`src/rtl/kalman_pkg.sv`:
```
// Shared definitions for the Kalman gain datapath (used by the gain ALU and the
// downstream update step).
//   DATA_W : width of covariance operands P and S
//   K_W    : width of the unsigned Q0.K_W gain
//   K_SAT  : saturated gain value (just below 1.0)
//   kalman_state_e : controller states of the gain divider
package kalman_pkg;

    localparam int DATA_W = 16;
    localparam int K_W = 13;
    localparam logic [12:0] K_SAT = 13'h1FFF;

    typedef enum logic [1:0] {
        IDLE = 2'd0,
        DIV0 = 2'd1,
        DIV1 = 2'd2,
        DONE = 2'd3
    } kalman_state_e;

endpackage

```
`src/rtl/kalman_frac_div_step.sv`:
```
// One combinational restoring-division iteration for a fractional quotient.
//   rem_in  : current partial remainder (DATA_W+1 bits)
//   s       : divisor
//   rem_out : remainder after doubling and conditional subtract
//   q_bit   : quotient bit produced by this iteration
module kalman_frac_div_step
    import kalman_pkg::*;
#(
    parameter int DATA_W = kalman_pkg::DATA_W
) (
    input  logic [DATA_W:0]   rem_in,
    input  logic [DATA_W-1:0] s,
    output logic [DATA_W:0]   rem_out,
    output logic              q_bit
);

    logic [DATA_W+1:0] shifted;
    logic [DATA_W:0]   diff;

    always_comb begin
        shifted = {rem_in, 1'b0};
        q_bit   = (shifted >= {2'b00, s});
        // When the subtract happens the result is < 2*S, so it fits in
        // DATA_W+1 bits and modular subtraction is exact.
        diff    = shifted[DATA_W:0] - {1'b0, s};
        rem_out = q_bit ? diff : shifted[DATA_W:0];
    end

endmodule

```
`src/rtl/kalman_alu5.sv`:
```
// Kalman gain ALU: computes K0 = P00/S and K1 = P10/S as unsigned Q0.K_W
// gains using one shared bit-serial restoring divider (K_W cycles per gain).
//   clk, rst            : clock, asynchronous active-high reset
//   start               : request, sampled only when not busy
//   P00_in, P10_in, S_in: covariance operands (latched at acceptance)
//   K0_out, K1_out      : gains, held until overwritten by the next request
//   busy                : division in progress
//   done                : one-cycle pulse when new gains are valid
//   div_zero            : last accepted request had S = 0
//
// state | meaning
// IDLE  | waiting for start
// DIV0  | K_W iterations of P00/S
// DIV1  | K_W iterations of P10/S
// DONE  | results valid, done pulse; start here is accepted
module kalman_alu5
    import kalman_pkg::*;
#(
    parameter int DATA_W = kalman_pkg::DATA_W,
    parameter int K_W    = kalman_pkg::K_W
) (
    input  logic              clk,
    input  logic              rst,
    input  logic              start,
    input  logic [DATA_W-1:0] P00_in,
    input  logic [DATA_W-1:0] P10_in,
    input  logic [DATA_W-1:0] S_in,
    output logic [K_W-1:0]    K0_out,
    output logic [K_W-1:0]    K1_out,
    output logic              busy,
    output logic              done,
    output logic              div_zero
);

    localparam int CNT_W = $clog2(K_W);
    localparam logic [CNT_W-1:0] CNT_LAST = CNT_W'(K_W - 1);

    kalman_state_e     state_q, state_d;
    logic [CNT_W-1:0]  cnt_q, cnt_d;
    logic [DATA_W:0]   rem_q, rem_d;
    logic [K_W-1:0]    quo_q, quo_d;
    logic [DATA_W-1:0] p00_q, p00_d, p10_q, p10_d, s_q, s_d;
    logic [K_W-1:0]    k0_q, k0_d, k1_q, k1_d;
    logic              busy_q, busy_d, done_q, done_d, dz_q, dz_d;

    logic [DATA_W:0]   step_rem;
    logic              step_bit;
    logic              accept, last_iter;

    kalman_frac_div_step #(.DATA_W(DATA_W)) u_step (
        .rem_in  (rem_q),
        .s       (s_q),
        .rem_out (step_rem),
        .q_bit   (step_bit)
    );

    // Raw quotient is only meaningful when P < S; other cases are forced.
    function automatic logic [K_W-1:0] gain_sel(input logic [K_W-1:0] q,
                                                input logic [DATA_W-1:0] p,
                                                input logic [DATA_W-1:0] s);
        if (s == '0)
            return '0;
        else if (p >= s)
            return {K_W{1'b1}};
        else
            return q;
    endfunction

    assign accept    = ((state_q == IDLE) || (state_q == DONE)) && start;
    assign last_iter = (cnt_q == CNT_LAST);

    always_ff @(posedge clk or posedge rst) begin
        if (rst) begin
            state_q <= IDLE;
            cnt_q   <= '0;
            rem_q   <= '0;
            quo_q   <= '0;
            p00_q   <= '0;
            p10_q   <= '0;
            s_q     <= '0;
            k0_q    <= '0;
            k1_q    <= '0;
            busy_q  <= 1'b0;
            done_q  <= 1'b0;
            dz_q    <= 1'b0;
        end else begin
            state_q <= state_d;
            cnt_q   <= cnt_d;
            rem_q   <= rem_d;
            quo_q   <= quo_d;
            p00_q   <= p00_d;
            p10_q   <= p10_d;
            s_q     <= s_d;
            k0_q    <= k0_d;
            k1_q    <= k1_d;
            busy_q  <= busy_d;
            done_q  <= done_d;
            dz_q    <= dz_d;
        end
    end

    always_comb begin
        state_d = state_q;
        case (state_q)
            IDLE:    if (start) state_d = DIV0;
            DIV0:    if (last_iter) state_d = DIV1;
            DIV1:    if (last_iter) state_d = DONE;
            DONE:    state_d = start ? DIV0 : IDLE;
            default: state_d = IDLE;
        endcase
    end

    always_comb begin
        cnt_d = cnt_q;
        rem_d = rem_q;
        quo_d = quo_q;
        p00_d = p00_q;
        p10_d = p10_q;
        s_d   = s_q;
        k0_d  = k0_q;
        k1_d  = k1_q;
        dz_d  = dz_q;
        if (accept) begin
            p00_d = P00_in;
            p10_d = P10_in;
            s_d   = S_in;
            rem_d = {1'b0, P00_in};
            cnt_d = '0;
            quo_d = '0;
            dz_d  = (S_in == '0);
        end else if ((state_q == DIV0) || (state_q == DIV1)) begin
            quo_d = {quo_q[K_W-2:0], step_bit};
            rem_d = step_rem;
            cnt_d = cnt_q + 1'b1;
            if (last_iter) begin
                cnt_d = '0;
                if (state_q == DIV0) begin
                    k0_d  = gain_sel(quo_d, p00_q, s_q);
                    rem_d = {1'b0, p10_q};
                end else begin
                    k1_d  = gain_sel(quo_d, p10_q, s_q);
                end
            end
        end
        busy_d = (state_d == DIV0) || (state_d == DIV1);
        done_d = (state_d == DONE);
    end

    assign K0_out   = k0_q;
    assign K1_out   = k1_q;
    assign busy     = busy_q;
    assign done     = done_q;
    assign div_zero = dz_q;

endmodule

```
`config.mk`:
```
export PLATFORM = sky130hd
export DESIGN_NAME = kalman_alu5
export DESIGN_NICKNAME = d
export VERILOG_FILES = /design/src/rtl/kalman_pkg.sv /design/src/rtl/kalman_frac_div_step.sv /design/src/rtl/kalman_alu5.sv
export SDC_FILE = /design/constraint.sdc
export NUM_CORES = 1
export LEC_CHECK = 0
export ABC_AREA = 0
export CAP_MARGIN = 10
export CORE_ASPECT_RATIO = 0.5
export CORE_MARGIN = 3
export CORE_UTILIZATION = 57
export DETAILED_ROUTE_END_ITERATION = 10
export PLACE_DENSITY = 0.92
export SYNTH_ARGS = -nofsm -noshare
export SYNTH_HDL_FRONTEND = slang
export SYNTH_SLANG_ARGS = --single-unit
```
`constraint.sdc`:
```
create_clock -name clk -period 5.2 [get_ports clk]
set_input_delay 1.04 -clock clk [delete_from_list [all_inputs] [get_ports clk]]
set_output_delay 1.04 -clock clk [all_outputs]
set_load 0.01 [all_outputs]
```
==> impl_metrics.yaml <==
status:
  status: "completed"
setup_path:
  ff2ff_path_depth: 8
  path_class: "register to register"
  cp.required_ns: 5.43
  critPathArrivalTime_ns: 3.44
  startpoint_type: "register"
  worst_setup_path_end_kind: "register"
  crit_fanout: 13
floorplan:
  core_um2: 11100
  pin_count: 80
  start_util_pct: 59.1
  dieArea_um2: 13000
  dieHeight_um: 82.0
  die_w_um: 158
  rows: 27
sta:
  whs_ns: 0.486
  tightest_slew_ns: 1.07
  layout_min_cycle_time_ns: 3.21
  rsz0062_at_grt: "no"
  setup-violations-final: 0
  finalCritPeriodShare_pct: 61.8
  tns_ns: 0
  hold_viol: 0
  fin_ws_ns: 1.99
  final-max-slew-violation-count: 0
  slew_headroom_pct: 28.9
  skew_ns: 0.00723
  max_freq_ghz: 0.311
clock_network:
  cts_buffers: 9
  cts_hold_buf: 0
  cts_resized: 0
  postCtsSetupBuffers: 0
  cts-root-buf: "clkbuf_16"
  tritoncts: "done"
  clockBufferDepth: 2
  clk_latency_ns: 0.36
  cts_sinks: 112
  htree_levels: 3
  cts.clk_slew.worst_paths_ns: 0.08
synthesis:
  syn_area_um2: 6590
  ys_types: 61
  syn_nets: 859
  ys_seq_area_share_pct: 42.5
  ys_seq_elements: 112
  synth_edf_count: 0
  yosysWarnings: 0
  syn_avg_cell_area_um2: 8.78
  ys.flop_type: "dfrtp_1"
  postSynth.asyncResetShare_pct: 100
  synthCells: 751
cells_and_area:
  drive_above_1_share_pct: 5.88
  nFillCells: 822
  final_area_um2: 7780
  final_common_cell: "nand2_1"
  syn_to_final_growth_pct: 18.0
  antenna_cells: 0
  finalNonFillerCells: 962
  final_nets: 920
  fin_util_pct: 69.8
  layout_common_cells: "nand2_1, dfrtp_1, clkdlybuf4s50_1, o21ai_0, nor2_1"
pwr:
  ir_drop_mv: 0.288
  power_per_cell_area_nw_per_um2: 697
  swShare_pct: 45.9
  power_leakage_nw: 3.58
  p_total_mw: 5.42
  internal-power_mw: 2.93
  power.share.clock_pct: 13.6
  power_frac_comb_pct: 58.7
  p_switching_mw: 2.49
  p_seq_share_pct: 27.8
detailed_routing:
  num_vias: 5772
  wl_um: 16800
  drtAntennaViolNets: 0
  drc: 0
  dr.pass1.iters: 6
  dr.first_iter.drc_count: 626
  drt-wirelength-per-cell_um: 17.5
  via_per_inst: 6.00
global_routing:
  grt_pass1_vias: 5492
  antenna_found_initial: 0
  grt_max_degree: 85
  grt_usage_pct: 26.7
  grt.overflow.total: 0
  grt_first_pass_wirelength_um: 27300
place:
  dp_cells: 946
  dpl-instance-area_um2: 7460
  gp_congestion: 0.938
  dp_slack_ns: 1.67
  port_buffers: 79
  dpl.hpwl_um: 11900
min_path:
  hold_path.class: "register to register"
  hold_path_depth: 2
flow_run:
  drv_cap: 0
-- flip-flops by register name, indices dropped and copies added (netlist names), 2 cells and up --
register and cells:
state_q 2, p00_q 16, K1_out 13, K0_out 13
cnt_q 4, p10_q 16, rem_q 17, quo_q 12
s_q 16
-- metal layers --
metal	share of wire [%]	track usage (%)	routed length, um
met5	0	0	0
met4	1.0	5.67	173
met3	7.6	4.84	1280
met2	46	43.6	7760
met1	45	37.7	7610
-- power groups by stage --
stage | Combinational [mW] | Sequential (mW) | Clock [mW]
2_1_floorplan | 2.36 | 1.45 | 0
6_report | 3.18 | 1.51 | 0.735
3_3_place_gp | 2.93 | 1.49 | 0
4_1_cts | 3.14 | 1.50 | 0.739
3_5_place_dp | 3.08 | 1.51 | 0
5_1_grt | 3.52 | 1.54 | 0.775
-- Yosys cell counts (7+ instances only) --
master    instances  share of area (%)
a211oi_1          7               0.80
a21oi_1          24                1.8
a31oi_1          15                1.4
buf_2            10               0.76
clkbuf_1         21                1.2
dfrtp_1         112                 43
ha_1             56                 11
inv_1            26                1.5
mux2i_1          13                2.0
nand2_1         173                9.9
nand2b_1         33                3.1
nand4_1           7               0.66
nor2_1           58                3.3
nor4_1           10               0.95
o21a_1            7               0.80
o21ai_0          76                5.8
xnor2_1           9                1.2
-- path summary, 6_finish.rpt --
| kind | startpoint | end | slack, ns |
|---|---|---|---|
| min | K1_out[6] | K1_out[6] | 0.49 |
| max reg2reg | s_q[0] | K0_out[2] | 1.99 |
| min in group asynchronous | rst | done | 1.29 |
| max | s_q[0] | K0_out[2] | 1.99 |
| max in group asynchronous | rst | p00_q[6] | 2.91 |
| min reg2reg | K1_out[6] | K1_out[6] | 0.49 |
-- critical path: stages (launching register included) --
cell       delay (ns)
dfrtp_1          0.56
ha_1             0.30
nand2b_1         0.15
a2111oi_0        0.44
o21ai_0          0.26
a221oi_1         0.56
o21ai_1          0.46
nor2_1           0.26
o21ai_0          0.10
-- cell families (layout without fill, tap and decap cells) --
family                   count (synthesis)  after routing  synth area share (%)
AO/OA/AOI/OAI                          179            179                  17.2
XOR/XNOR                                13             13                  1.73
adder cells (fa/ha/maj)                 57             57                  10.9
buffers and inverters                   60            126                  3.78
flip-flops                             112            112                  42.5
multiplexers                            20             20                  3.23
AND/OR/NAND/NOR                        310            310                  20.6
-- final cells by class --
class / instances / area, um^2 / area share, %
multi-input combinational: 579 / 3550 / 45.6
sequential: 112 / 2800 / 36.0
clock buffer: 9 / 225 / 2.90
timing repair buffer: 84 / 828 / 10.7
inverter: 26 / 100 / 1.29
tap: 145 / 181 / 2.33
clock inverter: 7 / 88.8 / 1.14
Note: power is estimated with default switching activity, not from simulation.
==> variant (same settings) <==
Add an input register stage for `start`, `P00_in`, `P10_in` and `S_in`, with the module's reset; this delays them by one clock.
--- a/src/rtl/kalman_alu5.sv
+++ b/src/rtl/kalman_alu5.sv
@@ -36,4 +36,23 @@
     localparam logic [CNT_W-1:0] CNT_LAST = CNT_W'(K_W - 1);
 
+    logic start_q;
+    logic [DATA_W-1:0] P00_q;
+    logic [DATA_W-1:0] P10_q;
+    logic [DATA_W-1:0] S_q;
+
+    always_ff @(posedge clk or posedge rst) begin
+        if (rst) begin
+            start_q <= '0;
+            P00_q   <= '0;
+            P10_q   <= '0;
+            S_q     <= '0;
+        end else begin
+            start_q <= start;
+            P00_q   <= P00_in;
+            P10_q   <= P10_in;
+            S_q     <= S_in;
+        end
+    end
+
     kalman_state_e     state_q, state_d;
     logic [CNT_W-1:0]  cnt_q, cnt_d;
@@ -67,5 +86,5 @@
     endfunction
 
-    assign accept    = ((state_q == IDLE) || (state_q == DONE)) && start;
+    assign accept    = ((state_q == IDLE) || (state_q == DONE)) && start_q;
     assign last_iter = (cnt_q == CNT_LAST);
 
@@ -103,8 +122,8 @@
         state_d = state_q;
         case (state_q)
-            IDLE:    if (start) state_d = DIV0;
+            IDLE:    if (start_q) state_d = DIV0;
             DIV0:    if (last_iter) state_d = DIV1;
             DIV1:    if (last_iter) state_d = DONE;
-            DONE:    state_d = start ? DIV0 : IDLE;
+            DONE:    state_d = start_q ? DIV0 : IDLE;
             default: state_d = IDLE;
         endcase
@@ -122,11 +141,11 @@
         dz_d  = dz_q;
         if (accept) begin
-            p00_d = P00_in;
-            p10_d = P10_in;
-            s_d   = S_in;
-            rem_d = {1'b0, P00_in};
+            p00_d = P00_q;
+            p10_d = P10_q;
+            s_d   = S_q;
+            rem_d = {1'b0, P00_q};
             cnt_d = '0;
             quo_d = '0;
-            dz_d  = (S_in == '0);
+            dz_d  = (S_q == '0);
         end else if ((state_q == DIV0) || (state_q == DIV1)) begin
             quo_d = {quo_q[K_W-2:0], step_bit};
Check against the original RTL: not equivalent (a bounded check fails within 4 cycles, from zero or initial values and one cycle with rst high).
==> variant against the unedited design <==
Synthesized area rose by 16%; largest power group unchanged; cell area increased by 18%; global-route usage decreased by 0.47 points; combinational power decreased by 5%; synthesized cell count is 0.67% higher; total power rose by 16%; routed wire length rose by 11%; worst setup slack improved by 45 ps; sequential cell count is 49 higher; count of clock-buffer cells in the layout grew 9; sequential power is 29% higher; cell count up 5.0%.
==> variant: results (changes against the unedited design) <==
Worst-Margin Slew=1070 ps (about the same); critical hold path startpoint=P10_q[3] (was K1_out[6]); Worst Hold End=p10_q[3] (was K1_out[6]); drt wl/cell=18.5 um (was 17.5 um); sequential area share after synthesis=52.9% (was 42.5%); largest stage delay on the critical path=760 ps (was 560 ps); TritonCTS buffer count=17 (was 9); Switching Fraction=41.7% (was 45.9%); layout cells sized above 1=5.71% (was 5.88%); vias in the first global route=5,965 (was 5,492); crit path max fanout=24 (was 13); TritonRoute pass-1 iters=5 (was 6); post-synth cell types=55 (was 61); P_seq=0.00195 W (was 0.00151 W); clock slew at reported path FFs=60 ps (was 80 ps); period utilization=60.9% (was 61.8%); Worst R2R End=rem_q[1] (was K0_out[2]); Initial DRC Count=678 (was 626); most area-consuming cells after synthesis=dfrtp_1, ha_1, nand2_1, o21ai_0, mux2i_1 (was dfrtp_1, ha_1, nand2_1, o21ai_0, nor2_1); placed insts=978 (was 946); final RePlAce weighted congestion=0.902 (was 0.938); largest net degree at the start of global routing=162 (was 85); outcome=complete, no violations (unchanged); synth cell count leaders=nand2_1, dfrtp_1, o21ai_0 (unchanged); P_leak=4.36 nW (was 3.58 nW); Clock Skew=6.72 ps (was 7.23 ps); WP data arrival=3470 ps (was 3440 ps); clk pwr=0.00136 W (was 0.000735 W); post-synthesis net count=864 (was 859); via count=6,056 (was 5,772); VDD IR max=0.337 mV (was 0.288 mV); Min Hold Slack=438 ps (was 486 ps); fin nets=936 (was 920); H-tree Lvls=4 (was 3); Clk network pwr share=21.5% (was 13.6%); post-synthesis cell count=756 (was 751); FILL cells=887 (was 822); Post-DP HPWL=12,900 um (was 11,900 um); Critical-path top delay cell=o221ai_4 (was dfrtp_1); Synth Warn #=0 (unchanged)
-- variant: cell families (layout without fill, tap and decap cells) --
| kind of cell | Yosys count | count (layout) | synth area share (%) |
|---|---|---|---|
| buffers and inverters | 62 | 146 | 3.23 |
| DFF | 161 | 161 | 52.9 |
| AOI/OAI and AO/OA | 164 | 164 | 14.3 |
| and+or+nand+nor | 274 | 274 | 15.3 |
| xor gates and xnor gates | 12 | 12 | 1.38 |
| adders and majority gates | 57 | 57 | 9.46 |
| muxes | 26 | 26 | 3.41 |
-- variant: cell type report --
cell class | instances | share of cell area, %
Multi-Input combinational cell | 533 | 36.4
Inverter | 30 | 1.26
Clock inverter | 13 | 2.19
Timing Repair Buffer | 85 | 9.26
Sequential cell | 161 | 43.8
Clock buffer | 18 | 4.77
Tap cell | 170 | 2.31
-- variant: worst max path at each step --
| stage | endpoint | depth (start not counted) |
|---|---|---|
| final | rem_q[1] | 8 |
| after global routing | rem_q[1] | 8 |
| after CTS | rem_q[1] | 8 |
| after detailed placement | rem_q[1] | 8 |
| after global placement | rem_q[1] | 8 |
| after floorplan | K0_out[0] | 1 |
-- variant: worst register-to-register path, cell delays in order, from the launching register on --
cell and delay, ps:
dfrtp_1 470, fa_1 470, and2b_1 250, o2111ai_2 170, a31oi_4 300, a22oi_4 110
o221ai_4 760, mux2i_1 180, a221o_1 340
-- variant: per-stage QoR --
step / setup slack (ps) / cell area (um^2)
final: 2030 / 9210
after global routing: 1870 / 9210
after CTS: 2050 / 9190
after detailed placement: 2100 / 8550
after global placement: 2180 / 8550
after floorplan: 2120 / 7630
-- variant: routing by layer --
layer / vias up / GRT usage [%] / wire, um
li1: 2773 / - / -
met1: 2968 / 36.7 / 8480
met2: 274 / 42.2 / 8400
met3: 41 / 5.18 / 1450
met4: 0 / 8.38 / 385
met5: - / 0 / 0
